`src/rtl/pool_pkg.sv`:
```
// -----------------------------------------------------------------------------
// pool_pkg
// Shared definitions for the 2-D pooling controller:
//   - one-hot FSM state encoding (idle / run / flush / done)
//   - depth of the registered read-address adder pipeline
//   - clog2 helper used to size address and counter fields (never below 1 bit)
// -----------------------------------------------------------------------------
package pool_pkg;

    // Registered stages between the loop counters and rd_addr.
    localparam int unsigned ADDR_PIPE = 3;

    typedef enum logic [3:0] {
        StIdle  = 4'b0001,
        StRun   = 4'b0010,
        StFlush = 4'b0100,
        StDone  = 4'b1000
    } pool_state_e;

    // Bits needed to hold values 0..value-1; returns at least 1 so that
    // single-valued fields still get a legal vector width.
    function automatic int unsigned clog2(input int unsigned value);
        int unsigned res;
        res = 0;
        if (value > 1) begin
            for (int unsigned i = 0; i < 32; i++) begin
                if (((value - 1) >> i) != 0) begin
                    res = i + 1;
                end
            end
        end
        return (res == 0) ? 1 : res;
    endfunction

endpackage

```
`src/rtl/pool_ctrl_param_if.sv`:
```
// -----------------------------------------------------------------------------
// pool_ctrl_param_if
// Bundles the pooling controller's sequencer handshake and RAM address/enable
// signals.
//   master : the pooling controller (drives busy/done/clr and RAM addresses)
//   slave  : the layer sequencer / RAM side (drives pool_start)
// Build option POOL_ABORT_EN adds pool_abort (slave -> master) and
// pool_aborted (master -> slave).
// -----------------------------------------------------------------------------
interface pool_ctrl_param_if #(
    parameter int unsigned RD_AW = 10,
    parameter int unsigned WR_AW = 8
);
    logic             pool_start;
    logic             pool_busy;
    logic             pool_done;
    logic             pool_clr;
    logic [RD_AW-1:0] rd_addr;
    logic [WR_AW-1:0] wr_addr;
    logic             wr_en;
`ifdef POOL_ABORT_EN
    logic             pool_abort;
    logic             pool_aborted;

    modport master (
        input  pool_start, pool_abort,
        output pool_busy, pool_done, pool_clr, rd_addr, wr_addr, wr_en, pool_aborted
    );
    modport slave (
        output pool_start, pool_abort,
        input  pool_busy, pool_done, pool_clr, rd_addr, wr_addr, wr_en, pool_aborted
    );
`else
    modport master (
        input  pool_start,
        output pool_busy, pool_done, pool_clr, rd_addr, wr_addr, wr_en
    );
    modport slave (
        output pool_start,
        input  pool_busy, pool_done, pool_clr, rd_addr, wr_addr, wr_en
    );
`endif
endinterface

```
`src/rtl/pool_delay_line.sv`:
```
// -----------------------------------------------------------------------------
// pool_delay_line
// WIDTH-bit shift register, DEPTH stages. q_o is d_i delayed by DEPTH cycles.
// Ports:
//   clk_i   clock
//   rst_ni  asynchronous active-low reset, clears every stage
//   flush_i synchronous clear of every stage (the value on d_i is dropped too)
//   d_i     data in
//   q_o     data out (registered, last stage)
// -----------------------------------------------------------------------------
module pool_delay_line #(
    parameter int unsigned WIDTH = 1,
    parameter int unsigned DEPTH = 1
) (
    input  logic             clk_i,
    input  logic             rst_ni,
    input  logic             flush_i,
    input  logic [WIDTH-1:0] d_i,
    output logic [WIDTH-1:0] q_o
);

    if (DEPTH < 1 || WIDTH < 1) begin : g_bad_param
        $error("pool_delay_line: DEPTH and WIDTH must be at least 1");
    end

    logic [WIDTH-1:0] stage_q [DEPTH];
    logic [WIDTH-1:0] stage_d [DEPTH];

    always_comb begin
        stage_d[0] = flush_i ? '0 : d_i;
        for (int unsigned i = 1; i < DEPTH; i++) begin
            stage_d[i] = flush_i ? '0 : stage_q[i-1];
        end
    end

    always_ff @(posedge clk_i or negedge rst_ni) begin
        if (!rst_ni) begin
            stage_q <= '{default: '0};
        end else begin
            stage_q <= stage_d;
        end
    end

    assign q_o = stage_q[DEPTH-1];

endmodule

```
`src/rtl/pool_ctrl_param.sv`:
```
// -----------------------------------------------------------------------------
// pool_ctrl_param
// Control and address generator for a configurable 2-D pooling layer. Walks the
// kernel (kx fastest, then ky), output column/row (ox, oy) and channel loops,
// issues feature-RAM read addresses through a 3-stage adder pipeline, and
// issues accumulator clear plus output-RAM write address/enable aligned with
// the datapath (which sees read data MEM_LAT cycles after rd_addr).
// Ports:
//   clk         clock
//   rst_n       asynchronous active-low reset
//   bus.master  pool_start in; pool_busy, pool_done, pool_clr, rd_addr,
//               wr_addr, wr_en out
// Build option POOL_ABORT_EN: adds bus.pool_abort (return to idle from run or
// flush, in-flight clr/write slots dropped) and the bus.pool_aborted pulse.
// -----------------------------------------------------------------------------
module pool_ctrl_param
    import pool_pkg::*;
#(
    parameter int unsigned IN_W    = 28,
    parameter int unsigned IN_H    = 28,
    parameter int unsigned K       = 2,
    parameter int unsigned STRIDE  = 2,
    parameter int unsigned CH      = 1,
    parameter int unsigned MEM_LAT = 2
) (
    input  logic              clk,
    input  logic              rst_n,
    pool_ctrl_param_if.master bus
);

    if (K < 1 || K > 8 || K > IN_W || K > IN_H || STRIDE == 0 || STRIDE > K ||
        CH < 1 || CH > 16 || MEM_LAT > 4) begin : g_bad_param
        $error("pool_ctrl_param: illegal parameter set");
    end

    // Guarded so that an illegal set reaches the $error above instead of
    // tripping over a divide-by-zero or underflow first.
    localparam int unsigned SAFE_S   = (STRIDE == 0) ? 1 : STRIDE;
    localparam int unsigned OUT_W    = ((IN_W >= K) ? IN_W - K : 0) / SAFE_S + 1;
    localparam int unsigned OUT_H    = ((IN_H >= K) ? IN_H - K : 0) / SAFE_S + 1;
    localparam int unsigned RD_AW    = clog2(CH * IN_W * IN_H);
    localparam int unsigned WR_AW    = clog2(CH * OUT_W * OUT_H);
    localparam int unsigned TOT_LAT  = ADDR_PIPE + MEM_LAT + 1;
    localparam int unsigned KW       = clog2(K);
    localparam int unsigned OXW      = clog2(OUT_W);
    localparam int unsigned OYW      = clog2(OUT_H);
    localparam int unsigned CHW      = clog2(CH);
    localparam int unsigned FLW      = clog2(TOT_LAT);

    localparam logic [KW-1:0]  K_LAST   = KW'(K - 1);
    localparam logic [OXW-1:0] OX_LAST  = OXW'(OUT_W - 1);
    localparam logic [OYW-1:0] OY_LAST  = OYW'(OUT_H - 1);
    localparam logic [CHW-1:0] CH_LAST  = CHW'(CH - 1);
    localparam logic [FLW-1:0] FL_LAST  = FLW'(TOT_LAT - 1);

    typedef logic [RD_AW-1:0] rd_addr_t;
    typedef logic [WR_AW-1:0] wr_addr_t;

    // ---------------------------------------------------------------- FSM --
    pool_state_e    state_q, state_d;
    logic [FLW-1:0] flush_cnt_q, flush_cnt_d;
    logic           run;
    logic           cnt_last;
    logic           abort_req;

    assign run = (state_q == StRun);

`ifdef POOL_ABORT_EN
    logic aborted_q;

    assign abort_req = bus.pool_abort & ((state_q == StRun) | (state_q == StFlush));

    always_ff @(posedge clk or negedge rst_n) begin
        if (!rst_n) begin
            aborted_q <= 1'b0;
        end else begin
            aborted_q <= abort_req;
        end
    end

    assign bus.pool_aborted = aborted_q;
`else
    assign abort_req = 1'b0;
`endif

    always_comb begin
        state_d     = state_q;
        flush_cnt_d = '0;
        unique case (state_q)
            StIdle: begin
                if (bus.pool_start) begin
                    state_d = StRun;
                end
            end
            StRun: begin
                if (abort_req) begin
                    state_d = StIdle;
                end else if (cnt_last) begin
                    state_d = StFlush;
                end
            end
            StFlush: begin
                // Held TOT_LAT cycles so the last write leaves the delay lines.
                if (abort_req) begin
                    state_d = StIdle;
                end else if (flush_cnt_q == FL_LAST) begin
                    state_d = StDone;
                end else begin
                    flush_cnt_d = flush_cnt_q + FLW'(1);
                end
            end
            StDone: begin
                state_d = StIdle;
            end
            default: begin
                state_d = StIdle;
            end
        endcase
    end

    always_ff @(posedge clk or negedge rst_n) begin
        if (!rst_n) begin
            state_q     <= StIdle;
            flush_cnt_q <= '0;
        end else begin
            state_q     <= state_d;
            flush_cnt_q <= flush_cnt_d;
        end
    end

    // ------------------------------------------------------- loop counters --
    logic [KW-1:0]  kx_q, kx_d, ky_q, ky_d;
    logic [OXW-1:0] ox_q, ox_d;
    logic [OYW-1:0] oy_q, oy_d;
    logic [CHW-1:0] ch_q, ch_d;

    assign cnt_last = (kx_q == K_LAST) && (ky_q == K_LAST) && (ox_q == OX_LAST) &&
                      (oy_q == OY_LAST) && (ch_q == CH_LAST);

    // Outside RUN the counters sit at zero; the final RUN cycle wraps them
    // there naturally, and an abort forces them there.
    always_comb begin
        kx_d = '0;
        ky_d = '0;
        ox_d = '0;
        oy_d = '0;
        ch_d = '0;
        if (run && !abort_req) begin
            kx_d = kx_q;
            ky_d = ky_q;
            ox_d = ox_q;
            oy_d = oy_q;
            ch_d = ch_q;
            if (kx_q != K_LAST) begin
                kx_d = kx_q + KW'(1);
            end else begin
                kx_d = '0;
                if (ky_q != K_LAST) begin
                    ky_d = ky_q + KW'(1);
                end else begin
                    ky_d = '0;
                    if (ox_q != OX_LAST) begin
                        ox_d = ox_q + OXW'(1);
                    end else begin
                        ox_d = '0;
                        if (oy_q != OY_LAST) begin
                            oy_d = oy_q + OYW'(1);
                        end else begin
                            oy_d = '0;
                            ch_d = (ch_q != CH_LAST) ? ch_q + CHW'(1) : '0;
                        end
                    end
                end
            end
        end
    end

    always_ff @(posedge clk or negedge rst_n) begin
        if (!rst_n) begin
            kx_q <= '0;
            ky_q <= '0;
            ox_q <= '0;
            oy_q <= '0;
            ch_q <= '0;
        end else begin
            kx_q <= kx_d;
            ky_q <= ky_d;
            ox_q <= ox_d;
            oy_q <= oy_d;
            ch_q <= ch_d;
        end
    end

    // ------------------------------------------------ read address pipeline --
    // Stage 1: row/column inside the plane; stage 2: plane offset and channel
    // base; stage 3: final sum. rd_addr only updates for valid RUN samples so
    // it holds its last value between runs.
    rd_addr_t row_q, row_d, col_q, col_d, chn_q, chn_d;
    rd_addr_t pix_q, pix_d, base_q, base_d;
    rd_addr_t rd_addr_q, rd_addr_d;
    logic     s1_vld_q, s2_vld_q;

    always_comb begin
        row_d     = rd_addr_t'(oy_q) * rd_addr_t'(SAFE_S) + rd_addr_t'(ky_q);
        col_d     = rd_addr_t'(ox_q) * rd_addr_t'(SAFE_S) + rd_addr_t'(kx_q);
        chn_d     = rd_addr_t'(ch_q);
        pix_d     = row_q * rd_addr_t'(IN_W) + col_q;
        base_d    = chn_q * rd_addr_t'(IN_W * IN_H);
        rd_addr_d = s2_vld_q ? base_q + pix_q : rd_addr_q;
    end

    always_ff @(posedge clk or negedge rst_n) begin
        if (!rst_n) begin
            row_q     <= '0;
            col_q     <= '0;
            chn_q     <= '0;
            pix_q     <= '0;
            base_q    <= '0;
            rd_addr_q <= '0;
            s1_vld_q  <= 1'b0;
            s2_vld_q  <= 1'b0;
        end else begin
            row_q     <= row_d;
            col_q     <= col_d;
            chn_q     <= chn_d;
            pix_q     <= pix_d;
            base_q    <= base_d;
            rd_addr_q <= rd_addr_d;
            s1_vld_q  <= run;
            s2_vld_q  <= s1_vld_q;
        end
    end

    // -------------------------------------------- clear / write alignment --
    // pool_clr lands with the window's first datum at the datapath
    // (ADDR_PIPE + MEM_LAT); the write lands one cycle after the last datum.
    logic     clr_in, wr_in;
    wr_addr_t wr_addr_in;
    logic     clr_dly, wr_en_dly;
    wr_addr_t wr_addr_dly;

    always_comb begin
        clr_in     = run && (kx_q == '0) && (ky_q == '0);
        wr_in      = run && (kx_q == K_LAST) && (ky_q == K_LAST);
        wr_addr_in = wr_addr_t'(ch_q) * wr_addr_t'(OUT_W * OUT_H) +
                     wr_addr_t'(oy_q) * wr_addr_t'(OUT_W) + wr_addr_t'(ox_q);
    end

    pool_delay_line #(
        .WIDTH (1),
        .DEPTH (TOT_LAT - 1)
    ) u_clr_dly (
        .clk_i   (clk),
        .rst_ni  (rst_n),
        .flush_i (abort_req),
        .d_i     (clr_in),
        .q_o     (clr_dly)
    );

    pool_delay_line #(
        .WIDTH (1),
        .DEPTH (TOT_LAT)
    ) u_wr_en_dly (
        .clk_i   (clk),
        .rst_ni  (rst_n),
        .flush_i (abort_req),
        .d_i     (wr_in),
        .q_o     (wr_en_dly)
    );

    pool_delay_line #(
        .WIDTH (WR_AW),
        .DEPTH (TOT_LAT)
    ) u_wr_addr_dly (
        .clk_i   (clk),
        .rst_ni  (rst_n),
        .flush_i (abort_req),
        .d_i     (wr_addr_in),
        .q_o     (wr_addr_dly)
    );

    // -------------------------------------------------------------- outputs --
    assign bus.pool_busy = (state_q != StIdle);
    assign bus.pool_done = (state_q == StDone);
    assign bus.pool_clr  = clr_dly;
    assign bus.rd_addr   = rd_addr_q;
    assign bus.wr_en     = wr_en_dly;
    assign bus.wr_addr   = wr_addr_dly;

endmodule
```
`src/flat_wrapper.sv`:
```
// flat-port wrapper written by rule: the top's interface ports become plain ports
module pool_ctrl_param_flat import pool_pkg::*;
#(
    parameter int unsigned IN_W    = 28,
    parameter int unsigned IN_H    = 28,
    parameter int unsigned K       = 2,
    parameter int unsigned STRIDE  = 2,
    parameter int unsigned CH      = 1,
    parameter int unsigned MEM_LAT = 2
)
  (clk, rst_n, bus_pool_start, bus_pool_busy, bus_pool_done, bus_pool_clr, bus_rd_addr, bus_wr_addr, bus_wr_en);
  pool_ctrl_param_if bus_i ();
  input  logic clk;
  input  logic rst_n;
  input wire logic [$bits(bus_i.pool_start)-1:0] bus_pool_start;
  output wire logic [$bits(bus_i.pool_busy)-1:0] bus_pool_busy;
  output wire logic [$bits(bus_i.pool_done)-1:0] bus_pool_done;
  output wire logic [$bits(bus_i.pool_clr)-1:0] bus_pool_clr;
  output wire logic [$bits(bus_i.rd_addr)-1:0] bus_rd_addr;
  output wire logic [$bits(bus_i.wr_addr)-1:0] bus_wr_addr;
  output wire logic [$bits(bus_i.wr_en)-1:0] bus_wr_en;
  assign bus_i.pool_start = bus_pool_start;
  assign bus_pool_busy = bus_i.pool_busy;
  assign bus_pool_done = bus_i.pool_done;
  assign bus_pool_clr = bus_i.pool_clr;
  assign bus_rd_addr = bus_i.rd_addr;
  assign bus_wr_addr = bus_i.wr_addr;
  assign bus_wr_en = bus_i.wr_en;
  pool_ctrl_param #(.IN_W(IN_W), .IN_H(IN_H), .K(K), .STRIDE(STRIDE), .CH(CH), .MEM_LAT(MEM_LAT)) u_core (.clk(clk), .rst_n(rst_n), .bus(bus_i));
endmodule
```
`config.mk`:
```
export PLATFORM = sky130hd
export DESIGN_NAME = pool_ctrl_param_flat
export DESIGN_NICKNAME = d
export VERILOG_FILES = /design/src/rtl/pool_pkg.sv /design/src/rtl/pool_ctrl_param_if.sv /design/src/rtl/pool_delay_line.sv /design/src/rtl/pool_ctrl_param.sv /design/src/flat_wrapper.sv
export SDC_FILE = /design/constraint.sdc
export NUM_CORES = 1
export LEC_CHECK = 0
export CAP_MARGIN = 15
export CORE_MARGIN = 5
export CORE_UTILIZATION = 56
export CTS_CLUSTER_SIZE = 8
export DETAILED_ROUTE_END_ITERATION = 7
export HOLD_SLACK_MARGIN = 0.05
export PLACE_DENSITY_LB_ADDON = 0.15
export SETUP_SLACK_MARGIN = 0.5
export SYNTH_ARGS = -nofsm -noshare
export SYNTH_HDL_FRONTEND = slang
export SYNTH_SLANG_ARGS = --single-unit
```
`constraint.sdc`:
```
create_clock -name clk -period 3.1 [get_ports clk]
set_clock_uncertainty 0.2 [all_clocks]
set_input_delay 0.31 -clock clk [delete_from_list [all_inputs] [get_ports clk]]
set_output_delay 0.31 -clock clk [all_outputs]
set_load 0.01 [all_outputs]
```
# Yosys cells after proc, flatten, opt, wreduce, memory -nomap -nowiden
# Cells that the tools add are included.
# word_totals
register_bits	126
wordCells	106
out_inout_bits	22
inputBits	3
# classes
bitwise_logic	3
eq_ne	17
n_mul	4
add_sub_neg	12
mux	26
n_reduce_logical	12
# ops
cell	count
$mux W4	12
$add A10 B10 Y10	2
$add A5 B1 Y6	2
$eq A4 B4 Y1 const B	3
$mul A1 B6 Y6 const B	2
$ne A2 B2 Y1 const B	6
$pmux W4 S3	1
$mux W1	11
$mul A10 B3 Y8 const B	1
$add A4 B1 Y4 const B	2
$add A8 B4 Y8	1
$add A8 B8 Y8	1
$logic_and A1 B1 Y1	8
$ne A4 B4 Y1 const B	2
$mul A4 B3 Y7 const B	1
$mux W3	2
$reduce_and A3 Y1	2
$eq A4 B1 Y1 const B	1
$eq A4 B2 Y1 const B	1
$eq A4 B3 Y1 const B	1
$ne A4 B1 Y1 const B	1
$reduce_and A4 Y1	1
$add A1 B1 Y1 const B	3
$add A3 B1 Y3 const B	1
other kinds (4)	6

# Depth between registers and ports, before layout
# Gate-level depths: netlist of run 1.
# depth
ltp_word	7
depth_mapped	9
depth_no_buf	9

# Hierarchy
# A second synthesis of run 1 with hierarchy kept.
# hier_totals
cells_unflattened	354
hier_area_um2	4553.1
# by_module_without_submodules
module	area_per_inst_um2	n_inst	cells_each	seq_area_each_um2
pool_ctrl_param	2603.7	1	223	1227.4
pool_delay_line at u_core.u_wr_addr_dly	1605.3	1	109	1201.2
pool_delay_line at u_core.u_wr_en_dly	187.7	1	12	150.1
pool_delay_line at u_core.u_clr_dly	156.4	1	10	125.1

# Worst setup path after synthesis of run 1
# No wires, ideal clock.
# synth_timing
path_kind	register to register
start	register u_core.oy_q[1]
end	register u_core.u_wr_addr_dly.stage_q[47] (netlist bit)
stages_incl_launch_ff	10
synth_period_minus_slack_ns	2.743
setup_slack_ns	0.357
setup_ns	0.079
n_path_buf	0
t_arrival_ns	2.464
required_ns	2.821
cell_sequence	dfrtp_1 -> fa_1 -> ha_1 -> inv_1 -> fa_1 -> inv_1 -> ha_1 -> a21oi_1 -> nand3b_1 -> xor2_1
# synth_between
elab_chain_cells	3
# synth_lines
item	line	source
start, declared	pool_ctrl_param.sv:134	logic [OYW-1:0] oy_q, oy_d;
start signal, assigned	pool_ctrl_param.sv:189	oy_q <= oy_d;
$mul A4 B3 Y7	pool_ctrl_param.sv:246	wr_addr_t'(oy_q) * wr_addr_t'(OUT_W) + wr_addr_t'(ox_q);
$add A8 B8 Y8	pool_ctrl_param.sv:245	wr_addr_in = wr_addr_t'(ch_q) * wr_addr_t'(OUT_W * OUT_H) +
$add A8 B4 Y8	pool_ctrl_param.sv:246	
via u_core.u_wr_addr_dly.d_i[7]	pool_delay_line.sv:18	input logic [WIDTH-1:0] d_i,
end signal, assigned	pool_delay_line.sv:40	stage_q <= stage_d;
end, declared	pool_delay_line.sv:26	logic [WIDTH-1:0] stage_q [DEPTH];
# The timed path passes the listed nets, and every way through them passes these cells.
# A chain may end at the register's enable or synchronous reset.

# Worst setup path in the final report of run 1
# Ends and elaborated chain as after synthesis.

==> flow_metrics.tcl, run 1 <==
set metrics [dict create \
    run_status "complete, no violations" \
    syn_area_sq_um 4010 \
    dieArea_sq_um 8950 \
    rsz0062_at_grt "yes" \
    largest_net_degree_at_the_start_of_global_routing 62 \
    layout-drive-gt1-share 0.207 \
    detail_route.first_pass.iterations 4 \
    yosys.area.top_type_share 0.655 \
    num_io_pins 25 \
    fmaxAchievable_ghz 0.373 \
    placement.cell_area_sq_um 4410 \
    synthesis.nets 314 \
    layout_min_cycle_time_ps 2680 \
    power-per-cell-area_nw_per_um2 459 \
    cts_tree "built" \
    post_synthesis_cell_count 274 \
    worstPathBufferInverterCount 2 \
    first_global_vias 2082 \
    cts.clk_slew.worst_paths_ps 90 \
    die_height_um 94.6 \
    htree_num_levels 3 \
    power.total_mw 2.19 \
    stdcell_count 419 \
    gpl.final_weighted_congestion 0.810 \
    timing.critical_path.arrival_ps 2710 \
    power.static_leakage_nw 2.24 \
    critical_path_cell_by_cell "fa_1, ha_4, inv_2, fa_1, inv_2, ha_4, a21oi_4, nand3b_1, xor2_1" \
    final_max_tran_viols 0 \
    routed-via-count 2021 \
    most_numerous_cell_types_in_the_synthesized_netlist "sky130_fd_sc_hd__dfrtp_1 (105), sky130_fd_sc_hd__ha_1 (26), sky130_fd_sc_hd__inv_1 (20)" \
    slew_at_the_pin_with_the_worst_max_slew_slack_ps 567 \
    ys_types 36 \
    drc_errors 0 \
    finalCritPeriodShare 0.866 \
    place_inst 393 \
    worst_ir_drop_vdd_mv 0.382 \
    io_buffer_count 24 \
    clk_path_buf_depth 2 \
    worst_ep_required_time_ps 3130 \
    layout.core_utilization 0.694 \
    die_width_um 94.6 \
    clkSinkCount 106 \
    syn_to_final_growth_pct 19.0 \
    detailed_route_iter0_violations 80 \
    number_of_vias_per_cell_after_detailed_routing 4.82 \
    ys.warnings.count 0 \
    startpoint_type "flip-flop" \
    insertion_delay_ps 350 \
    dp.final_hpwl_mm 3.74 \
    average_instance_area_after_synthesis_sq_um 14.6 \
    max_cap_violations 0 \
    largest_stage_delay_on_the_critical_path_ps 550 \
    final-setup-viol-count 0 \
    final_area_sq_um 4770 \
    initial_core_util 0.584 \
    fin_ws_ps 416 \
    cpMaxStageDelayCell "sky130_fd_sc_hd__fa_1" \
    path_max_fanout 5 \
    final_nets 358 \
    grt-ovfl-total 0 \
    synth-seq-cells 106 \
    grt_antenna_before_repair 0 \
    grt_first_pass_wirelength_mm 9.69 \
    min_path_type "flip-flop to flip-flop" \
    crit_path_end_kind "flip-flop" \
    relSlewSlack 0.622 \
    hold_violation_total_from_the_final_report 0 \
    whs_ps 148 \
    wire_per_inst_um 13.0 \
    fp-row-count 30 \
    synth_async_sr_flop_share 1.00 \
    path_delay_family "adder cells" \
    pre_cts_slack_ps 360 \
    cts-buffers-inserted 9 \
    groute.usage.overall 0.143 \
    synth_area_leader_cell "sky130_fd_sc_hd__dfrtp_1" \
    clk_root_buffer_cell "sky130_fd_sc_hd__clkbuf_8" \
    fin_setup_tns_ps 0 \
    num_antenna_cells 0 \
    ys_seq_area_frac 0.662 \
    netlist_top_cells_area "sky130_fd_sc_hd__dfrtp_1 (66%), sky130_fd_sc_hd__ha_1 (8.1%), sky130_fd_sc_hd__fa_1 (5.5%), sky130_fd_sc_hd__mux2_2 (2.8%), sky130_fd_sc_hd__xor2_1 (2.4%)" \
    synth_edf_count 0 \
    core_box_area_sq_um 6870 \
    setup.worst_path.class "flip-flop to flip-flop" \
    drt_total_wl_mm 5.43 \
    synth.most_common_cell "sky130_fd_sc_hd__dfrtp_1" \
    nFillCells 482 \
    synth_ff_type "sky130_fd_sc_hd__dfrtp_1" \
    antenna_violating_nets_post_route 0 \
]
## power by group
group          leakage [nW]  internal, mW  switching [mW]  total, mW
Clock                0.0896         0.342           0.434      0.776
Sequential             1.30          1.38               0       1.38
Combinational         0.851       0.00540          0.0250     0.0304
## cell usage in the layout (no fill, tap or decap), types with 2 or more instances in the layout
master                              n
sky130_fd_sc_hd__o21bai_1           3
sky130_fd_sc_hd__a21oi_4            2
sky130_fd_sc_hd__ha_4               3
sky130_fd_sc_hd__ha_1              21
sky130_fd_sc_hd__nand3_1            3
sky130_fd_sc_hd__and3_1             2
sky130_fd_sc_hd__o21ai_0            2
sky130_fd_sc_hd__inv_2              3
sky130_fd_sc_hd__nand2_1            9
sky130_fd_sc_hd__xor2_1             8
sky130_fd_sc_hd__buf_4             10
sky130_fd_sc_hd__clkbuf_8          11
sky130_fd_sc_hd__nor3_2             2
sky130_fd_sc_hd__nor2_1            16
sky130_fd_sc_hd__or3_1              2
sky130_fd_sc_hd__clkdlybuf4s50_1   23
sky130_fd_sc_hd__mux2_2            10
sky130_fd_sc_hd__fa_1              10
sky130_fd_sc_hd__xnor2_1            7
sky130_fd_sc_hd__ha_2               2
sky130_fd_sc_hd__dfrtp_2            4
sky130_fd_sc_hd__dfrtp_1          101
sky130_fd_sc_hd__xor2_2             3
sky130_fd_sc_hd__nor3_1             4
sky130_fd_sc_hd__inv_1             17
sky130_fd_sc_hd__a21o_1             5
sky130_fd_sc_hd__clkinvlp_4         2
sky130_fd_sc_hd__inv_6              2
sky130_fd_sc_hd__a21oi_1           12
sky130_fd_sc_hd__nand3b_1           2
## routing by layer
metal  part of all wire  up-vias  wire [um]  global-route usage
met1               0.46      990       2520               0.190
met2               0.48       36       2580               0.217
li1                   -      986          -                   -
met4              0.019        0        102              0.0553
met3              0.043        9        234              0.0494
met5                  0        -          0                   0
## flip-flops by register name (all words and copies together), names as in the netlist
register and count:
u_core.bus.rd_addr 10, u_core.col_q 4, u_core.flush_cnt_q 3, u_core.kx_q 1, u_core.ky_q 1, u_core.ox_q 4
u_core.oy_q 4, u_core.pix_q 10, u_core.row_q 5, u_core.s1_vld_q 1, u_core.s2_vld_q 1, u_core.state_q 4
u_core.u_clr_dly.q_o 1, u_core.u_clr_dly.stage_q 4, u_core.u_wr_addr_dly.q_o 8, u_core.u_wr_addr_dly.stage_q 39, u_core.u_wr_en_dly.q_o 1, u_core.u_wr_en_dly.stage_q 5
## worst paths after layout
check                                                                start                                    endpoint  slack (ps)  cells past startpoint
worst max register to register                  u_core.oy_q[1]$_DFFE_PN0P_  u_core.u_wr_addr_dly.stage_q[47]$_DFF_PN0_         420                      9
min in group asynchronous                                            rst_n       u_core.u_wr_addr_dly.q_o[4]$_DFF_PN0_         300                      2
worst min-delay path            u_core.u_wr_addr_dly.stage_q[36]$_DFF_PN0_  u_core.u_wr_addr_dly.stage_q[28]$_DFF_PN0_         150                      0
worst min register to register  u_core.u_wr_addr_dly.stage_q[36]$_DFF_PN0_  u_core.u_wr_addr_dly.stage_q[28]$_DFF_PN0_         150                      0
max in group asynchronous                                            rst_n                   u_core.row_q[2]$_DFF_PN0_        1700                      3
worst max-delay path                            u_core.oy_q[1]$_DFFE_PN0P_  u_core.u_wr_addr_dly.stage_q[47]$_DFF_PN0_         420                      9
## logic make-up after synthesis
kind of cell	count (synthesis)	synth area share
adder cells (fa/ha/maj)	37	0.136
flip-flops	106	0.662
multiplexers	10	0.0281
XOR/XNOR	19	0.0415
buffers and inverters	22	0.0209
AND/OR/NAND/NOR	51	0.0655
AO/OA/AOI/OAI	29	0.0459
## area by class of cell
cell class | instances | area (sq um) | area share
multi-input cells | 146 | 1390 | 0.292
flip-flops and latches | 106 | 2660 | 0.557
well taps | 96 | 120 | 0.0252
clock buffers | 12 | 155 | 0.0325
repair buffers | 35 | 335 | 0.0703
clock inverters | 4 | 32.5 | 0.00682
inverters | 20 | 75.1 | 0.0157
## timing repair
item	CTS	global route
hold buffers	1	0
pin swaps	9	8
hold endpoints to repair	44	0
resized for setup	9	14
buffers inserted	6	3
gates cloned	0	0
endpoints found under the setup margin	5	6
Power figures use the tool's default switching activity.
==> run 2, diff against run 1 <==
- SLEW_MARGIN: default -> 20
==> results of run 2 <==
Same layout as run 1: the final DEF is identical, and so are final timing and power.
==> run 3, diff against run 2 <==
- CAP_MARGIN: 15 -> default
- CORE_ASPECT_RATIO: default -> 1.4
==> run 3 against run 2 <==
Die area up 0.26%. Routed wire length rose by 0.92%. Final cell count shrank 0.24%. Via count grew 2.2%. Count of clock-buffer cells in the layout fell by 2. Design area is 0.37% lower. First-iteration DRC count increased by 31%. Critical path depth did not move. Sequential power barely moved. Global-route usage rose by 0.35 points. Fmax decreased by 0.35%. Largest power group unchanged. Highest routed layer unchanged.
==> flow_metrics.tcl, run 3 (synthesized netlist as in run 1, its figures left out) <==
set metrics [dict create \
    run_status "complete, no violations" \
    die_height_um 110 \
    timing.critical_path.arrival_ps 2740 \
    num_io_pins 25 \
    clkSinkCount 106 \
    slew_at_the_pin_with_the_worst_max_slew_slack_ps 809 \
    power-per-cell-area_nw_per_um2 463 \
    final_cell_mix "sky130_fd_sc_hd__dfrtp_1 (101), sky130_fd_sc_hd__clkdlybuf4s50_1 (23), sky130_fd_sc_hd__ha_1 (22)" \
    number_of_flip_flops_in_the_largest_register 39 \
    layout_commonest_cell "sky130_fd_sc_hd__dfrtp_1" \
    insertion_delay_ps 360 \
    multi_input_area_sq_um 1370 \
    die_width_um 81.5 \
    cts_tree "built" \
    nFillCells 512 \
    power.static_leakage_nw 2.24 \
    final-seq-area_sq_um 2660 \
    finalCritPeriodShare 0.869 \
    drc_errors 0 \
    path_max_fanout 3 \
    layout_min_cycle_time_ps 2690 \
    placement.cell_area_sq_um 4410 \
    drt_total_wl_mm 5.48 \
    final_nets 358 \
    fp-row-count 36 \
    groute.usage.overall 0.146 \
    hold_violation_total_from_the_final_report 0 \
    fin_setup_tns_ps 0 \
    relSlewSlack 0.461 \
    dieArea_sq_um 8970 \
    first_global_vias 2152 \
    pre_cts_slack_ps 370 \
    clk_path_buf_depth 2 \
    grt-ovfl-total 0 \
    cts.clk_slew.worst_paths_ps 100 \
    largest_net_degree_at_the_start_of_global_routing 70 \
    fmaxAchievable_ghz 0.371 \
    gpl.final_weighted_congestion 0.789 \
    grt_antenna_before_repair 0 \
    io_buffer_count 24 \
    setup.reg_to_reg.worst_slack_ps 410 \
    htree_num_levels 3 \
    routed-via-count 2066 \
    layout-drive-gt1-share 0.198 \
    worst_ir_drop_vdd_mv 0.286 \
    final-setup-viol-count 0 \
    worst_ep_required_time_ps 3140 \
    startpoint_type "flip-flop" \
    number_of_vias_per_cell_after_detailed_routing 4.94 \
    wire_per_inst_um 13.1 \
    core_box_area_sq_um 6980 \
    rsz0062_at_grt "yes" \
    cts-buffers-inserted 9 \
    stdcell_count 418 \
    grt_first_pass_wirelength_mm 9.75 \
    num_antenna_cells 0 \
    power.total_mw 2.20 \
    clk_root_buffer_cell "sky130_fd_sc_hd__clkbuf_8" \
    detail_route.first_pass.iterations 4 \
    dp.final_hpwl_mm 3.88 \
    final_max_tran_viols 0 \
    place_inst 392 \
    min_path_type "flip-flop to flip-flop" \
    crit_path_end_kind "flip-flop" \
    detailed_route_iter0_violations 105 \
    antenna_violating_nets_post_route 0 \
    fin_ws_ps 407 \
    regMostFlops "u_core.u_wr_addr_dly.stage_q" \
    syn_to_final_growth_pct 18.5 \
    setup.worst_path.class "flip-flop to flip-flop" \
    final_area_sq_um 4750 \
    initial_core_util 0.574 \
    max_cap_violations 0 \
]
-- run 3: cell count changes in the layout (fill, tap and decap cells not counted), sizes merged --
cell    before  now
clkinv       0    2
clkbuf      12   10
-- run 3: final timing paths --
path	from	end	cells past startpoint
worst max-delay path	u_core.oy_q[0]$_DFFE_PN0P_	u_core.u_wr_addr_dly.stage_q[47]$_DFF_PN0_	9
worst min-delay path	u_core.col_q[0]$_DFF_PN0_	u_core.pix_q[0]$_DFF_PN0_	0
worst max register to register	u_core.oy_q[0]$_DFFE_PN0P_	u_core.u_wr_addr_dly.stage_q[47]$_DFF_PN0_	9
worst min register to register	u_core.col_q[0]$_DFF_PN0_	u_core.pix_q[0]$_DFF_PN0_	0
max in group asynchronous	rst_n	u_core.u_wr_addr_dly.stage_q[16]$_DFF_PN0_	3
min in group asynchronous	rst_n	u_core.u_wr_addr_dly.q_o[3]$_DFF_PN0_	2
-- run 3: timing repair --
item | CTS | global route
pin swaps | 6 | 11
resized for setup | 7 | 11
hold buffers | 1 | 0
hold endpoints to repair | 67 | 0
buffers inserted | 9 | 0
setup endpoints to repair | 5 | 7
-- run 3: metrics by stage --
step                hold WS (ps)   util
finish                       148  0.681
global route                 155  0.681
CTS                          147  0.673
detailed placement           135  0.631
global placement             131  0.631
floorplan                   -186      -
-- run 3: layout make-up --
class,count,share of cell area
Clock buffer,10,0.0290
Clock inverter,6,0.0126
Inverter,20,0.0158
Multi-Input combinational cell,146,0.288
Sequential cell,106,0.560
Tap cell,95,0.0250
Timing Repair Buffer,35,0.0706
-- run 3: worst max-delay path, cell delays in order, from the launching register on --
cell and delay [ps]:
sky130_fd_sc_hd__dfrtp_2 440, sky130_fd_sc_hd__fa_1 540, sky130_fd_sc_hd__ha_2 180, sky130_fd_sc_hd__inv_2 40, sky130_fd_sc_hd__fa_1 490, sky130_fd_sc_hd__inv_2 50
sky130_fd_sc_hd__ha_4 280, sky130_fd_sc_hd__a21oi_4 60, sky130_fd_sc_hd__nand3b_1 160, sky130_fd_sc_hd__xor2_1 150
-- run 3: layer usage --
layer	global-route usage	wire, um
met5	0	0
met3	0.0415	226
met1	0.169	2200
met2	0.253	2980
met4	0.0580	76
-- run 3: where the power goes --
part / switching (mW) / internal [mW] / total (mW)
clock: 0.457 / 0.330 / 0.787
sequential: 0 / 1.38 / 1.38
combinational: 0.0247 / 0.00537 / 0.0301
